$ cat config.mk
export PLATFORM = sky130hd
export DESIGN_NAME = ccu_nibble_loader_flat
export DESIGN_NICKNAME = d
export VERILOG_FILES = /design/src/rtl/ccu_nibble_loader_if.sv /design/src/rtl/ccu_nibble_loader.sv /design/src/flat_wrapper.sv
export SDC_FILE = /design/constraint.sdc
export NUM_CORES = 1
export LEC_CHECK = 0
export CAP_MARGIN = 0
export CORE_ASPECT_RATIO = 1.1
export CORE_MARGIN = 2
export CORE_UTILIZATION = 40
export CTS_CLUSTER_DIAMETER = 50
export DETAILED_ROUTE_END_ITERATION = 10
export PLACE_DENSITY = 0.6
export RECOVER_POWER = 50
export SLEW_MARGIN = 20
export SYNTH_ARGS = -nofsm -noshare
export SYNTH_HDL_FRONTEND = slang
export SYNTH_SLANG_ARGS = --single-unit
$ cat constraint.sdc
create_clock -name clk -period 1.95 [get_ports clk]
set_input_delay 0.39 -clock clk [delete_from_list [all_inputs] [get_ports clk]]
set_output_delay 0.39 -clock clk [all_outputs]
set_load 0.02 [all_outputs]
$ cat src/rtl/ccu_nibble_loader_if.sv
// Host-side and ccu-side handshake bundle for the nibble loader.
// The master modport is the environment view; the slave modport is the loader.
interface ccu_nibble_loader_if;
  logic       in_valid;
  logic       in_ready;
  logic [3:0] din;
  logic [3:0] kin;
  logic       out_valid;
  logic       out_ready;
  logic [3:0] data_out;
  logic [3:0] key_out;
  logic       out_last;

  modport master (
    output in_valid, din, kin, out_ready,
    input  in_ready, out_valid, data_out, key_out, out_last
  );

  modport slave (
    input  in_valid, din, kin, out_ready,
    output in_ready, out_valid, data_out, key_out, out_last
  );
endinterface

$ cat src/rtl/ccu_nibble_loader.sv
// Buffers one block of data/key nibble pairs from the host, then replays
// it in order to the ccu core with a last flag. Fill and drain never overlap.
module ccu_nibble_loader #(
  parameter int NIBBLES = 4
) (
  input  logic                clk,
  input  logic                rst_n,
  input  logic                clear,
  output logic                busy,
  ccu_nibble_loader_if.slave  bus
);

  localparam int CW = (NIBBLES > 1) ? $clog2(NIBBLES) : 1;
  localparam logic [CW-1:0] LAST = CW'(NIBBLES - 1);

  typedef enum logic {
    FILL  = 1'b0,
    DRAIN = 1'b1
  } state_t;

  state_t          state, state_nxt;
  logic [CW-1:0]   wr_cnt, wr_cnt_nxt;
  logic [CW-1:0]   rd_cnt, rd_cnt_nxt;
  logic [7:0]      buf_q [NIBBLES];
  logic            wr_en;
  logic            rd_last;
  logic            fill_st;
  logic            drain_st;

  always_comb begin
    state_nxt  = state;
    wr_cnt_nxt = wr_cnt;
    rd_cnt_nxt = rd_cnt;
    wr_en      = 1'b0;
    rd_last    = (rd_cnt == LAST);
    if (clear) begin
      // Abort wins over any coinciding handshake: nothing is written.
      state_nxt  = FILL;
      wr_cnt_nxt = '0;
      rd_cnt_nxt = '0;
    end else begin
      case (state)
        FILL: begin
          if (bus.in_valid) begin
            wr_en = 1'b1;
            if (wr_cnt == LAST) begin
              state_nxt  = DRAIN;
              wr_cnt_nxt = '0;
              rd_cnt_nxt = '0;
            end else begin
              wr_cnt_nxt = wr_cnt + 1'b1;
            end
          end
        end
        DRAIN: begin
          if (bus.out_ready) begin
            if (rd_last) begin
              state_nxt  = FILL;
              rd_cnt_nxt = '0;
            end else begin
              rd_cnt_nxt = rd_cnt + 1'b1;
            end
          end
        end
        default: state_nxt = FILL;
      endcase
    end
  end

  always_ff @(posedge clk) begin
    if (!rst_n) begin
      state  <= FILL;
      wr_cnt <= '0;
      rd_cnt <= '0;
      for (int i = 0; i < NIBBLES; i++) begin
        buf_q[i] <= '0;
      end
    end else begin
      state  <= state_nxt;
      wr_cnt <= wr_cnt_nxt;
      rd_cnt <= rd_cnt_nxt;
      if (wr_en) begin
        buf_q[wr_cnt] <= {bus.din, bus.kin};
      end
    end
  end

  // Handshake outputs are forced low while reset is held, even before the
  // first sampling edge has returned the state register to FILL.
  assign fill_st  = rst_n && (state == FILL);
  assign drain_st = rst_n && (state == DRAIN);

  assign bus.in_ready  = fill_st;
  assign bus.out_valid = drain_st;
  assign busy          = drain_st;
  assign bus.data_out  = drain_st ? buf_q[rd_cnt][7:4] : 4'h0;
  assign bus.key_out   = drain_st ? buf_q[rd_cnt][3:0] : 4'h0;
  assign bus.out_last  = drain_st ? rd_last : 1'b0;

endmodule

$ cat src/flat_wrapper.sv
// flat-port wrapper written by rule: the top's interface ports become plain ports
module ccu_nibble_loader_flat 
#(
  parameter int NIBBLES = 4
)
  (clk, rst_n, clear, busy, bus_in_valid, bus_din, bus_kin, bus_out_ready, bus_in_ready, bus_out_valid, bus_data_out, bus_key_out, bus_out_last);
  ccu_nibble_loader_if bus_i ();
  input  logic clk;
  input  logic rst_n;
  input  logic clear;
  output logic busy;
  input wire logic [$bits(bus_i.in_valid)-1:0] bus_in_valid;
  input wire logic [$bits(bus_i.din)-1:0] bus_din;
  input wire logic [$bits(bus_i.kin)-1:0] bus_kin;
  input wire logic [$bits(bus_i.out_ready)-1:0] bus_out_ready;
  output wire logic [$bits(bus_i.in_ready)-1:0] bus_in_ready;
  output wire logic [$bits(bus_i.out_valid)-1:0] bus_out_valid;
  output wire logic [$bits(bus_i.data_out)-1:0] bus_data_out;
  output wire logic [$bits(bus_i.key_out)-1:0] bus_key_out;
  output wire logic [$bits(bus_i.out_last)-1:0] bus_out_last;
  assign bus_i.in_valid = bus_in_valid;
  assign bus_i.din = bus_din;
  assign bus_i.kin = bus_kin;
  assign bus_i.out_ready = bus_out_ready;
  assign bus_in_ready = bus_i.in_ready;
  assign bus_out_valid = bus_i.out_valid;
  assign bus_data_out = bus_i.data_out;
  assign bus_key_out = bus_i.key_out;
  assign bus_out_last = bus_i.out_last;
  ccu_nibble_loader #(.NIBBLES(NIBBLES)) u_core (.clk(clk), .rst_n(rst_n), .clear(clear), .busy(busy), .bus(bus_i));
endmodule
==> reports/results.txt <==
status: finished with violations
violated checks: negative setup slack
WP data arrival: 1630 ps
# DRC: 0
most frequent cells in the layout: edfxtp_1, and2_1, clkdlybuf4s50_1
final setup margin: -70.00 ps
final setup fails: 7
GP Congestion: 0.7027
final period utilization: 103.6%
clock slew at reported path FFs: 70 ps
Worst-Margin Slew: 387.4 ps
DP Worst Slack: -380.1 ps
Setup crit end kind: output port
Post-Route WL: 3535 µm
Filler cells: 359
CTS Buffer Depth: 2
io pins: 25
Yosys cell types: 26
Cell Area, Synth: 1807 µm²
antenna fix cells: 0
CP Launch Type: register
Synth Area per Inst: 14.57 µm²
H-tree depth: 2
flops & latches, synth: 39
WS Path Type: register to output port
final number of hold-violating endpoints: 0
Leakage: 0.9441 nW
Syn. warnings: 0
Via density: 4.947
Initial DRC Count: 36
post-synthesis sequential area ratio: 60.94%
Mapped Cells: 124
Slew Limit Fails: 0
clock skew: 4.095 ps
Max-slew headroom: 74.17%
Root Buffer: clkbuf_8
overall routing resource usage: 16.54%
syn nets: 139
Data required, critical path: 1560 ps
Initial Util: 41.86%
RSZ-0062 raised after global routing: true
first-pass GRT wire length: 5747 µm
fmax: 495.0 MHz
clock sinks: 39
Die W: 68.08 µm
vias in the first global route: 1227
synthesis-to-finish area growth: 32.89%
most common cell after layout, fill and taps aside: edfxtp_1
die area: 5071 µm²
routed length per instance: 15.64 µm
antenna violations before repair: 0
CTS tree: done
Pre-Repair DR Iteration Count: 3
I/O Buffers: 24
setup TNS: -329.7 ps
Pwr per Cell Area: 700.8 nW/µm²
maxcap violations: 0
Design Area, Final: 2401 µm²
fraction of layout cells with a size suffix above 1: 31.98%
CTS Buf Count: 5
Core Footprint: 4317 µm²
nets: 186
vias: 1118
Clk Latency, worst-skew pair: 290 ps
Worst VDD drop: 0.4535 mV
aggregate global routing overflow: 0
Placed Area: 2271 µm²
DIE HEIGHT: 74.49 µm
Rows: 25
WHS: 533.1 ps
Hold Crit Class: register to register
min Tclk post-route: 2020 ps
largest net degree at the start of global routing: 13
Crit Path Max Fanout: 8
Post-DP HPWL: 2476 µm
Routed Antenna Nets: 0
==> power by group <==
group	internal, mW	total (mW)	switching [mW]
Clock	0.362	0.627	0.265
Sequential	0.931	0.941	0.00949
Combinational	0.0652	0.115	0.0503
==> final cells by class <==
cell class                 count  area, µm²  share of cell area (%)
sequential                    39       1102                   45.91
multi-input combinational     78      665.6                   27.72
clock inverter                 1      5.005                  0.2084
timing repair buffer          47      452.9                   18.86
tap                           54      67.56                   2.814
clock buffer                   7      107.6                   4.481
==> state kept, by name, indices dropped and copies added (netlist names), named ones only <==
register,flops
u_core.rd_cnt,2
u_core.state,1
u_core.buf_q,32
u_core.wr_cnt,2
==> cells by family after synthesis <==
family	Yosys count	synth area share, %
DFF	39	60.94
and+or+nand+nor	59	21.75
muxes	10	11.08
AOI/OAI and AO/OA	7	2.285
buffers and inverters	7	2.562
adders and majority gates	2	1.385
==> per-layer routing <==
metal | GRT usage (%) | part of all wire, % | wire length [µm]
met3 | 5.295 | 4.4 | 157
met1 | 16.53 | 37 | 1296
met5 | 0 | 0 | 0
met4 | 6.667 | 1.7 | 59
met2 | 31.07 | 57 | 2021
==> final timing paths <==
path	from	to	slack (ps)	depth (start not counted)
setup / recovery	register	bus_key_out[1]	-70	5
hold / removal	u_core.rd_cnt[0]	register	530	2
setup reg to reg	u_core.state	u_core.buf_q[2][5]	300	5
hold reg to reg	u_core.rd_cnt[0]	register	530	2
==> Yosys cell counts <==
| master | count | area [µm²] |
|---|---|---|
| nand2b_1 | 3 | 18.77 |
| buf_2 | 1 | 5.000 |
| mux2i_1 | 2 | 20.02 |
| clkbuf_1 | 2 | 7.510 |
| and3_1 | 1 | 6.260 |
| nand2b_2 | 1 | 8.760 |
| nor4_4 | 1 | 21.27 |
| mux4_2 | 8 | 180.2 |
| and4bb_4 | 1 | 16.27 |
| a21oi_1 | 3 | 15.01 |
| nand2_1 | 1 | 3.750 |
| nand3b_1 | 1 | 7.510 |
| nand3_1 | 1 | 5.000 |
| nor2_1 | 3 | 11.26 |
| buf_4 | 3 | 22.52 |
| and3b_1 | 2 | 17.52 |
| dfxtp_1 | 7 | 140.1 |
| ha_1 | 2 | 25.02 |
| or2b_1 | 1 | 7.510 |
| o31ai_1 | 1 | 7.510 |
| edfxtp_1 | 32 | 960.9 |
| buf_6 | 1 | 11.26 |
| a311oi_1 | 1 | 8.760 |
| o21ai_0 | 2 | 10.01 |
| nor2b_1 | 2 | 12.51 |
| and2_1 | 41 | 256.5 |
==> timing repair <==
item                                    in CTS  in global routing
buffers inserted                             3                  3
pin swaps                                    2                  3
endpoints found under the setup margin      12                 12
hold buffers                                 0                  0
resized for setup                           49                 17
==> metrics by stage <==
step                      utilization (%)  instances  total power [mW]
after floorplan                         -        124             1.003
after global placement              52.61        212             1.077
after detailed placement            52.61        212             1.082
after CTS                           55.59        223             1.710
after global routing                55.62        226             1.752
final                               55.62        226             1.683
==> worst max-delay path, stage by stage (launching register included) <==
cell and delay [ps]:
dfxtp_2 340, buf_12 120, buf_4 110, mux4_2 470, and2_1 170, buf_6 130
Note: power is estimated with default switching activity, not from simulation.
